### config.mk
export PLATFORM = sky130hd
export DESIGN_NAME = sifh_acq_sched
export DESIGN_NICKNAME = d
export VERILOG_FILES = /design/src/rtl/sifh_pkg.sv /design/src/rtl/sifh_rr_arb.sv /design/src/rtl/sifh_acq_sched.sv
export SDC_FILE = /design/constraint.sdc
export NUM_CORES = 1
export LEC_CHECK = 0
export ABC_AREA = 1
export BUFFER_PORTS_ARGS = -buffer_cell sky130_fd_sc_hd__buf_2
export CAP_MARGIN = 20
export CORE_UTILIZATION = 30
export DETAILED_ROUTE_END_ITERATION = 16
export PLACE_DENSITY = 0.6
export SETUP_SLACK_MARGIN = 0.4
export SLEW_MARGIN = 20
export SYNTH_ARGS = -nofsm -noshare
export SYNTH_HDL_FRONTEND = slang
export SYNTH_SLANG_ARGS = --single-unit
### constraint.sdc
create_clock -name clk -period 6.8 [get_ports clk]
set_input_delay 0 -clock clk [delete_from_list [all_inputs] [get_ports clk]]
set_output_delay 0 -clock clk [all_outputs]
set_load 0.02 [all_outputs]
### src/rtl/sifh_pkg.sv
// Shared definitions for the SiFH acquisition scheduler: frame-phase encoding,
// parameter defaults and the RAM address-width derivation.
package sifh_pkg;

  localparam int DEF_NPIX     = 4;
  localparam int DEF_NP       = 10;
  localparam int DEF_PEAK_MAX = 8;
  localparam int DEF_ACQ_NUM  = 16;

  typedef enum logic [2:0] {
    ST_IDLE  = 3'd0,
    ST_CLEAR = 3'd1,
    ST_ACCUM = 3'd2,
    ST_DRAIN = 3'd3,
    ST_SCAN  = 3'd4,
    ST_DONE  = 3'd5
  } sifh_state_e;

  // Histogram RAM address is {pixel, bin}.
  function automatic int calc_aw(input int npix, input int np);
    return $clog2(npix) + np;
  endfunction

endpackage

### src/rtl/sifh_rr_arb.sv
// Round-robin arbiter with one-hot grant; the pointer moves past the winner on
// every grant and is forced back to pixel 0 while i_clr is high.
module sifh_rr_arb
  import sifh_pkg::*;
#(
  parameter int  NPIX = DEF_NPIX,
  localparam int PW   = $clog2(NPIX)
) (
  input  logic            clk,
  input  logic            res,
  input  logic            i_clr,
  input  logic [NPIX-1:0] i_req,
  output logic [NPIX-1:0] o_gnt,
  output logic [PW-1:0]   o_gnt_idx,
  output logic            o_gnt_vld
);

  logic [PW-1:0] r_ptr;
  logic [PW-1:0] w_idx;
  logic          w_found;
  logic [PW-1:0] w_win;

  // First asserted request at or after the pointer; PW-bit wrap gives mod NPIX.
  always_comb begin
    w_idx   = '0;
    w_found = 1'b0;
    w_win   = '0;
    for (int i = 0; i < NPIX; i++) begin
      w_idx = r_ptr + PW'(i);
      if (!w_found && i_req[w_idx]) begin
        w_found = 1'b1;
        w_win   = w_idx;
      end
    end
  end

  assign o_gnt_vld = w_found;
  assign o_gnt_idx = w_win;
  assign o_gnt     = w_found ? (NPIX'(1) << w_win) : '0;

  always_ff @(posedge clk) begin
    if (res || i_clr) begin
      r_ptr <= '0;
    end else if (w_found) begin
      r_ptr <= w_win + PW'(1);
    end
  end

endmodule

### src/rtl/sifh_acq_sched.sv
// Frame sequencer for the shared histogram RAM: clear, arbitrated saturating
// accumulation with write forwarding, drain, then per-pixel peak scan.
module sifh_acq_sched
  import sifh_pkg::*;
#(
  parameter int  NPIX     = DEF_NPIX,
  parameter int  NP       = DEF_NP,
  parameter int  PEAK_MAX = DEF_PEAK_MAX,
  parameter int  ACQ_NUM  = DEF_ACQ_NUM,
  localparam int PW       = $clog2(NPIX),
  localparam int AW       = calc_aw(NPIX, NP)
) (
  input  logic                 clk,
  input  logic                 res,
  input  logic                 start,
  input  logic                 laser_sync,
  input  logic [NPIX-1:0]      req,
  input  logic [NPIX*NP-1:0]   ts,
  output logic [NPIX-1:0]      gnt,
  output logic [AW-1:0]        ram_waddr,
  output logic [PEAK_MAX-1:0]  ram_wdata,
  output logic                 ram_we,
  output logic [AW-1:0]        ram_raddr,
  output logic                 ram_re,
  input  logic [PEAK_MAX-1:0]  ram_rdata,
  output logic                 peak_valid,
  output logic [PW-1:0]        peak_pix,
  output logic [NP-1:0]        peak_bin,
  output logic [PEAK_MAX-1:0]  peak_cnt,
  output logic                 busy,
  output logic                 done
);

  localparam int                LW   = $clog2(ACQ_NUM + 1);
  localparam logic [PEAK_MAX-1:0] CMAX = '1;

  function automatic logic [PEAK_MAX-1:0] sat_inc(input logic [PEAK_MAX-1:0] v);
    return (v == CMAX) ? v : v + PEAK_MAX'(1);
  endfunction

  sifh_state_e r_state, w_state_nxt;

  logic [AW-1:0]       r_seq;
  logic                r_scan_end;
  logic [LW-1:0]       r_lcnt;
  logic                w_term;
  logic                w_arb_en;
  logic [NPIX-1:0]     w_gnt;
  logic [PW-1:0]       w_gidx;
  logic                w_s1_vld;
  logic [NP-1:0]       w_ts [NPIX];
  logic [AW-1:0]       w_s1_addr;

  logic                r_vld_p1;
  logic [AW-1:0]       r_addr_p1;
  logic                r_fwd_vld_p1;
  logic [PEAK_MAX-1:0] r_fwd_data_p1;
  logic [PEAK_MAX-1:0] w_old;
  logic [PEAK_MAX-1:0] w_inc;

  logic                w_scan_rd;
  logic                r_scan_vld_p1;
  logic [AW-1:0]       r_scan_addr_p1;
  logic [NP-1:0]       w_scan_bin;
  logic                w_take;
  logic [PEAK_MAX-1:0] w_cand_cnt;
  logic [NP-1:0]       w_cand_bin;
  logic                w_pix_end;
  logic [PEAK_MAX-1:0] r_max_cnt;
  logic [NP-1:0]       r_max_bin;
  logic                r_peak_vld_p2;
  logic [PW-1:0]       r_peak_pix_p2;
  logic [NP-1:0]       r_peak_bin_p2;
  logic [PEAK_MAX-1:0] r_peak_cnt_p2;

  assign w_term   = (r_state == ST_ACCUM) && laser_sync && (r_lcnt == LW'(ACQ_NUM - 1));
  assign w_arb_en = (r_state == ST_ACCUM) && !w_term;

  sifh_rr_arb #(.NPIX(NPIX)) u_arb (
    .clk       (clk),
    .res       (res),
    .i_clr     (r_state == ST_CLEAR),
    .i_req     (req & {NPIX{w_arb_en}}),
    .o_gnt     (w_gnt),
    .o_gnt_idx (w_gidx),
    .o_gnt_vld (w_s1_vld)
  );

  always_comb begin
    for (int i = 0; i < NPIX; i++) begin
      w_ts[i] = ts[i*NP +: NP];
    end
  end

  // ---- p0: grant and read of {pix, ts[pix]} ----
  assign w_s1_addr = {w_gidx, w_ts[w_gidx]};

  // ---- p1: saturating increment; RAM is read-first, so a same-address
  // write in the grant cycle must be forwarded ----
  assign w_old = r_fwd_vld_p1 ? r_fwd_data_p1 : ram_rdata;
  assign w_inc = sat_inc(w_old);

  // ---- scan p1: rdata for the read issued last cycle ----
  assign w_scan_rd  = (r_state == ST_SCAN) && !r_scan_end;
  assign w_scan_bin = r_scan_addr_p1[NP-1:0];
  assign w_take     = (w_scan_bin == '0) || (ram_rdata > r_max_cnt);
  assign w_cand_cnt = w_take ? ram_rdata : r_max_cnt;
  assign w_cand_bin = w_take ? w_scan_bin : r_max_bin;
  assign w_pix_end  = r_scan_vld_p1 && (&w_scan_bin);

  always_comb begin
    w_state_nxt = r_state;
    case (r_state)
      ST_IDLE:  if (start) w_state_nxt = ST_CLEAR;
      ST_CLEAR: if (&r_seq) w_state_nxt = ST_ACCUM;
      ST_ACCUM: if (w_term) w_state_nxt = ST_DRAIN;
      ST_DRAIN: w_state_nxt = ST_SCAN;
      ST_SCAN:  if (r_peak_vld_p2 && (r_peak_pix_p2 == PW'(NPIX - 1))) w_state_nxt = ST_DONE;
      ST_DONE:  w_state_nxt = ST_IDLE;
      default:  w_state_nxt = ST_IDLE;
    endcase
  end

  always_ff @(posedge clk) begin
    if (res) begin
      r_state       <= ST_IDLE;
      r_seq         <= '0;
      r_scan_end    <= 1'b0;
      r_lcnt        <= '0;
      r_vld_p1      <= 1'b0;
      r_fwd_vld_p1  <= 1'b0;
      r_scan_vld_p1 <= 1'b0;
      r_peak_vld_p2 <= 1'b0;
    end else begin
      r_state <= w_state_nxt;
      if ((r_state == ST_CLEAR) || w_scan_rd) begin
        r_seq <= r_seq + AW'(1);
      end else if (r_state != ST_SCAN) begin
        r_seq <= '0;
      end
      r_scan_end <= (r_state == ST_SCAN) && (r_scan_end || (&r_seq));
      if (r_state == ST_CLEAR) begin
        r_lcnt <= '0;
      end else if ((r_state == ST_ACCUM) && laser_sync) begin
        r_lcnt <= r_lcnt + LW'(1);
      end
      r_vld_p1      <= w_s1_vld;
      r_fwd_vld_p1  <= w_s1_vld && r_vld_p1 && (w_s1_addr == r_addr_p1);
      r_scan_vld_p1 <= w_scan_rd;
      r_peak_vld_p2 <= w_pix_end;
    end
  end

  always_ff @(posedge clk) begin
    r_addr_p1      <= w_s1_addr;
    r_fwd_data_p1  <= w_inc;
    r_scan_addr_p1 <= r_seq;
    if (r_scan_vld_p1) begin
      r_max_cnt <= w_cand_cnt;
      r_max_bin <= w_cand_bin;
    end
    if (w_pix_end) begin
      r_peak_pix_p2 <= r_scan_addr_p1[AW-1:NP];
      r_peak_bin_p2 <= w_cand_bin;
      r_peak_cnt_p2 <= w_cand_cnt;
    end
  end

  assign gnt        = w_gnt;
  assign ram_we     = (r_state == ST_CLEAR) || r_vld_p1;
  assign ram_waddr  = (r_state == ST_CLEAR) ? r_seq : (r_vld_p1 ? r_addr_p1 : '0);
  assign ram_wdata  = (r_state == ST_CLEAR) ? '0 : (r_vld_p1 ? w_inc : '0);
  assign ram_re     = w_s1_vld || w_scan_rd;
  assign ram_raddr  = w_scan_rd ? r_seq : (w_s1_vld ? w_s1_addr : '0);
  assign peak_valid = r_peak_vld_p2;
  assign peak_pix   = r_peak_vld_p2 ? r_peak_pix_p2 : '0;
  assign peak_bin   = r_peak_vld_p2 ? r_peak_bin_p2 : '0;
  assign peak_cnt   = r_peak_vld_p2 ? r_peak_cnt_p2 : '0;
  assign busy       = (r_state != ST_IDLE);
  assign done       = (r_state == ST_DONE);

endmodule

==> summary.txt, run 1 <==
STA
  • Relative slew slack: 41.0%
  • Post-layout min period: 3.60 ns
  • Final setup skew: between 0.01 and 0.015 ns
  • Final worst path period share: between 50% and 60%
  • Setup TNS Final: 0 ns
  • Measured slew at the worst slew-check pin: 0.883 ns
  • Setup-failing EPs final: 0
  • Fmax: 0.278 GHz
  • RSZ-0062 raised after global routing: no
  • Slack of the critical path: 3.20 ns
  • Hold Slack: about 0.0087 ns
  • Final Max Tran Viols: 0
  • Final hold vios: 0

Yosys
  • Synthesized area per cell: approximately 7.5 µm²
  • Ys Warns: 0
  • Area leader, netlist: dfxtp_1
  • Sequential area share after synthesis: 42.6%
  • Post-Syn Instances: 729
  • Main synth FF type: dfxtp_1
  • EDFF count, synth: 38
  • Cell area after synthesis: 5450 µm²
  • Synth Register Bits: 97
  • Ys async rst share: 0%
  • Mapped Nets: 801
  • Area contributors post-synth: dfxtp_1 (22%), edfxtp_1 (21%), nand2_1 (11%), inv_1 (9.9%), nand3_1 (6.1%)
  • Yosys top cell area share: 21.7%
  • Cell variety after synth: between 40 and 50

Worst hold path
  • HP Class: input pin to flip-flop
  • Hold Path Origin: ts[9]

Detailed routing
  • WL/cell: 13.1 µm
  • Via Count: 4945
  • Routed wire length: 14000 µm
  • Initial DRC count: 242
  • Drt via density: 4.63
  • Antenna viol nets, final: 0
  • DRT Pass-1 Iters: 5
  • DRC Markers: 0

Setup path
  • CP Capture Type: output pin
  • Crit Path Class: flip-flop to output pin
  • Peak fanout along the critical path: 33
  • CP Data Required Time: 6.80 ns
  • Worst r2r src: r_lcnt[1]
  • Arr. time, crit path: 3.60 ns
  • CP startpoint kind: flip-flop
  • CP startpoint: r_lcnt[1]

Clock tree
  • Clk buf depth: 2
  • Worst-skew pair later-pin latency: about 0.35 ns
  • Post-CTS setup buffer count: 0
  • # clock sinks: 97
  • H-Tree Level Count: 3
  • Number of buffers created by CTS: 9
  • CTS Root Cell: clkbuf_16
  • CTS tree: done
  • CTS clk-pin slew, worst paths: roughly 0.07 ns

Placement
  • DP HPWL: 10600 µm
  • GPL Wtd Cong: 0.839
  • Post-Place Worst Slack: 3.55 ns
  • Placed Cells incl. Taps: 1048
  • DP Area: between 6000 and 7000 µm²
  • I/O Buffers: 116

Die
  • Die W: about 140 µm
  • Die Y-Extent: 137 µm
  • Die area: 18700 µm²
  • Row count: 48
  • Core ar.: about 18000 µm²
  • Starting Density: 31.1%
  • IO Count: 117

Global route
  • Largest net degree at the start of global routing: 34
  • Initial antenna violation count: 0
  • Gr usage total: 15.6%
  • Grt ovf: 0
  • Number of global-route vias before repair: 4513
  • Global-route wire length before repair: approximately 22000 µm

Pwr
  • Combinational share of power: 57.5%
  • Leakage power total: 3.15 nW
  • Sw frac: 49.8%
  • Cell internal pwr: 1.45 mW
  • Clock power frac: approximately 17%
  • Power density cells: 445 nW/µm²
  • Tot Pwr: 2.89 mW
  • Worst vdd ir: 0.319 mV
  • Flop pwr share: 25.7%
  • Switching Power: 1.44 mW

Finish
  • Non-Filler Instances: 1068
  • Fraction of layout cells with a size suffix above 1: 19.5%
  • Sequential cell area: between 2000 and 2500 µm²
  • Filler Cell Count: 1868
  • Number of nets in the layout: 910
  • Multi-input gate area: 2430 µm²
  • Final core utilization: 37.1%
  • ANT cells: 0
  • P&R area growth vs syn: 19.4%
  • Post-route cell area: approximately 6500 µm²

Flow run
  • Max-cap violations: 0

Outcome
  • Status: finished, final reports clean
[worst paths after layout]
kind | to | slack (ns) | cells after the start
max | ram_raddr[6] | 3.20 | 19
min | r_addr_p1[9] | 0.009 | 5
max reg2reg | r_addr_p1[4] | 3.29 | 16
min reg2reg | r_scan_addr_p1[4] | 0.38 | 0
[synth_stat cells, drive strengths merged (3+ instances only)]
| cell | number |
|---|---|
| nand2 | 173 |
| inv | 148 |
| nand3 | 68 |
| dfxtp | 59 |
| nor2 | 51 |
| o21ai | 39 |
| edfxtp | 38 |
| a21oi | 31 |
| o22ai | 19 |
| ha | 16 |
| clkbuf | 13 |
| nand4 | 11 |
| buf | 10 |
| nor3 | 8 |
| nand3b | 6 |
| a211oi | 5 |
| a221oi | 4 |
| nor4 | 4 |
| xor2 | 4 |
| mux2 | 3 |
| mux2i | 3 |
[layout by cell type, fill, tap and decap left out, drive strengths merged, types with 6 or more instances in the layout]
| cell type | Yosys | layout |
|---|---|---|
| a21oi | 31 | 31 |
| buf | 10 | 117 |
| clkbuf | 13 | 10 |
| dfxtp | 59 | 59 |
| edfxtp | 38 | 38 |
| ha | 16 | 16 |
| inv | 148 | 151 |
| nand2 | 173 | 173 |
| nand3 | 68 | 68 |
| nand3b | 6 | 6 |
| nand4 | 11 | 11 |
| nor2 | 51 | 51 |
| nor3 | 8 | 8 |
| o21ai | 39 | 39 |
| o22ai | 19 | 19 |
[kinds of logic after synthesis]
logic type	count (synthesis)	synth area share [%]
fa+ha+maj	16	3.68
buf+inv	173	12.8
flops	97	42.6
simple gates	322	27.3
mux	6	1.17
compound gates	109	11.5
xor+xnor	6	0.965
[metal layers]
metal	up-vias	part of all wire [%]	track usage, %
met4	0	1.1	5.99
met3	7	5.3	2.63
met5	-	0	0
met2	164	45	24.9
li1	2587	-	-
met1	2187	49	21.1
[final cells by class]
cell class | instances | area share [%]
Timing Repair Buffer | 121 | 9.66
Inverter | 150 | 8.70
Clock inverter | 6 | 0.750
Tap cell | 225 | 4.33
Clock buffer | 10 | 3.52
Multi-Input combinational cell | 459 | 37.3
Sequential cell | 97 | 35.7
[power by group through the flow]
stage	logic [mW]	registers, mW	clock network (mW)
finish	1.66	0.742	0.487
global route	1.86	0.750	0.518
CTS	1.67	0.742	0.499
detailed placement	1.65	0.754	0
global placement	1.63	0.753	0
floorplan	1.28	0.735	0
[critical path, stage by stage, from the launching register on]
cell and delay [ns]:
dfxtp_1 0.36, ha_1 0.17, inv_1 0.05, nor3_1 0.16, ha_1 0.18, nand2_1 0.18, inv_1 0.18, nor2_4 0.06
nand3_2 0.08, nand3_2 0.10, nand2_4 0.11, nand4_2 0.22, nand2_4 0.29, nand2_4 0.26, inv_2 0.22, nand2_1 0.07
nand3_1 0.09, nand2_1 0.09, o22ai_1 0.15, buf_2 0.22
[what timing repair did]
action / in CTS / in global routing
setup endpoints to repair: 0 / 0
gates resized for setup: 0 / 0
hold buffers: 4 / 0
endpoints found under the hold margin: 4 / 0
[registers in the layout, summed over array words and instances, names as in the netlist, 2 cells and up]
signal          count
r_peak_pix_p2       2
r_scan_addr_p1     12
r_max_bin          10
u_arb.r_ptr         2
r_addr_p1          12
r_seq              12
r_state             3
r_peak_bin_p2      10
r_peak_cnt_p2       8
r_lcnt              5
r_fwd_data_p1       8
r_max_cnt           8
Power figures use the tool's default switching activity.
==> run 2: changes to the inputs <==
==> constraint.sdc (replaced) <==
create_clock -name clk -period 3.5 [get_ports clk]
set_input_delay 0 -clock clk [delete_from_list [all_inputs] [get_ports clk]]
set_output_delay 0 -clock clk [all_outputs]
set_load 0.02 [all_outputs]
==> summary.txt, run 2 (synthesis results as in run 1) <==
Die
  • Core ar.: 17500 µm²
  • Row count: 48
  • IO Count: 117
  • Die Y-Extent: 137 µm
  • Die W: 137 µm
  • Die area: 18700 µm²
  • Starting Density: 31.1%

Pwr
  • Combinational share of power: roughly 63%
  • Cell internal pwr: 3.54 mW
  • Sw frac: 47.3%
  • Switching Power: about 3.2 mW
  • Worst vdd ir: approximately 0.74 mV
  • Clock power frac: 15.4%
  • Flop pwr share: 21.5%
  • Power density cells: around 950 nW/µm²
  • Leakage power total: 3.37 nW

STA
  • Post-layout min period: 2.98 ns
  • Final setup skew: a little under 0.01 ns
  • Final worst path period share: between 80% and 90%
  • Measured slew at the worst slew-check pin: 0.785 ns
  • Fmax: about 0.34 GHz
  • Relative slew slack: 47.5%
  • Final hold vios: 0
  • Final Max Tran Viols: 0
  • Setup TNS Final: 0 ns
  • Setup-failing EPs final: 0
  • Hold Slack: 0.0109 ns
  • RSZ-0062 raised after global routing: no

Setup path
  • Crit path max-delay cell type: dfxtp_4
  • Critical-path cell list: ha_4 -> inv_2 -> nor3_2 -> ha_2 -> nand2_2 -> nand4_1 -> nand3_1 -> nand2_2 -> nand2_2 -> nand2_4 -> nor2_4 -> nand2_8 -> nand2_8 -> buf_4 -> nand2_1 -> nand3_1 -> nand2_1 -> o22ai_2 -> buf_6
  • Crit-path max cell delay: 0.36 ns
  • Critical path's top delay family: simple AND/OR/NAND/NOR gates
  • Most frequent cell on the critical path: nand2_2
  • CP Data Required Time: ~3.5 ns
  • CP startpoint kind: flip-flop
  • Crit Path Class: flip-flop to output pin
  • WP buf/inv: 3
  • Peak fanout along the critical path: 8
  • Arr. time, crit path: between 2 and 3 ns
  • CP Capture Type: output pin

Clock tree
  • H-Tree Level Count: 3
  • Worst-skew pair later-pin latency: 0.35 ns
  • CTS clk-pin slew, worst paths: 0.07 ns
  • # clock sinks: 97
  • CTS tree: done
  • Number of buffers created by CTS: 9
  • CTS Root Cell: clkbuf_16
  • Clk buf depth: 2

Finish
  • Final core utilization: between 40 and 50%
  • Non-Filler Instances: 1097
  • ANT cells: 0
  • Multi-input gate area: between 2000 and 3000 µm²
  • Largest registers: r_addr_p1 x12, r_scan_addr_p1 x12, r_seq x12
  • Commonest non-fill, non-tap cell in the layout: nand2_1
  • Most frequent cells in the layout: nand2_1 (151), inv_1 (142), buf_2 (107), nand3_1 (63), dfxtp_1 (55)
  • Sequential cell area: roughly 2300 µm²
  • Fraction of layout cells with a size suffix above 1: between 20% and 30%
  • Number of nets in the layout: 939
  • Filler Cell Count: 1850
  • P&R area growth vs syn: 30.3%

Detailed routing
  • Drt via density: 4.68
  • Initial DRC count: approximately 330
  • WL met3: 1050 µm
  • WL/cell: 13.8 µm
  • DR top layer: met4
  • DRC Markers: 0
  • Antenna viol nets, final: 0
  • WL met1: 7000 µm
  • Routed wire length: roughly 15000 µm
  • WL met2: 6710 µm
  • Via Count: between 5k and 6k
  • DRT Pass-1 Iters: 5

Worst hold path
  • HP Class: input pin to flip-flop

Flow run
  • Max-cap violations: 0

Global route
  • Initial antenna violation count: 0
  • Largest net degree at the start of global routing: 26
  • Grt ovf: 0
  • Gr usage total: 16.2%
  • Global-route wire length before repair: 23200 µm
  • Number of global-route vias before repair: 4651

Placement
  • GPL Wtd Cong: 0.845
  • Placed Cells incl. Taps: approximately 1.1k
  • DP HPWL: 10500 µm
  • I/O Buffers: 116

Outcome
  • Status: finished, final reports clean
[run 2: cell type report]
cell class	instances	share of cell area, %
timing repair buffer	146	13.4
clock inverter	7	1.13
inverter	150	8.08
clock buffer	9	3.18
multi-input combinational	463	37.4
tap	225	3.97
sequential	97	32.8
[run 2: worst register-to-register path: cells and delay by family (launching register included)]
| family | cells | cell delay (ns) |
|---|---|---|
| AO/OA/AOI/OAI | 2 | 0.15 |
| adder cells (fa/ha/maj) | 2 | 0.38 |
| buffers and inverters | 3 | 0.73 |
| flip-flops | 1 | 0.37 |
| AND/OR/NAND/NOR | 9 | 1.18 |
[run 2: stage by stage]
stage | power, mW | instance area (µm²) | setup WS, ns
CTS | 6.09 | 6760 | 0.425
global placement | 4.65 | 6240 | 0.384
global route | 7.17 | 7090 | 0.367
finish | 6.72 | 7090 | 0.520
detailed placement | 4.67 | 6240 | 0.260
floorplan | 3.91 | 5450 | 0.959
[run 2: path summary, 6_finish.rpt]
kind	start	endpoint	slack, ns	cells after the start
worst max-delay path	r_lcnt[0]	ram_raddr[3]	0.52	19
worst min-delay path	ram_rdata[2]	r_peak_cnt_p2[2]	0.01	3
worst max register to register	r_lcnt[0]	r_addr_p1[4]	0.58	16
worst min register to register	r_seq[6]	r_scan_addr_p1[6]	0.38	0
[run 2: repair_timing]
action / CTS / global route
pin swaps: 6 / 14
setup buffers: 5 / 8
cloned: 3 / 4
endpoints found under the hold margin: 5 / 0
gates resized for setup: 17 / 50
hold buffers: 6 / 0
endpoints found under the setup margin: 16 / 22
[run 2: routing by layer]
metal	vias to the layer above	global-route usage, %
li1	2643	-
met3	24	3.33
met4	0	7.35
met2	203	25.7
met5	-	0
met1	2261	21.0
[run 2: power by group through the flow]
stage	Clock [mW]	Combinational (mW)	Sequential, mW
6_report	1.04	4.24	1.44
5_1_grt	1.10	4.61	1.46
4_1_cts	1.07	3.59	1.44
3_5_place_dp	0	3.21	1.46
3_3_place_gp	0	3.19	1.46
2_1_floorplan	0	2.48	1.43
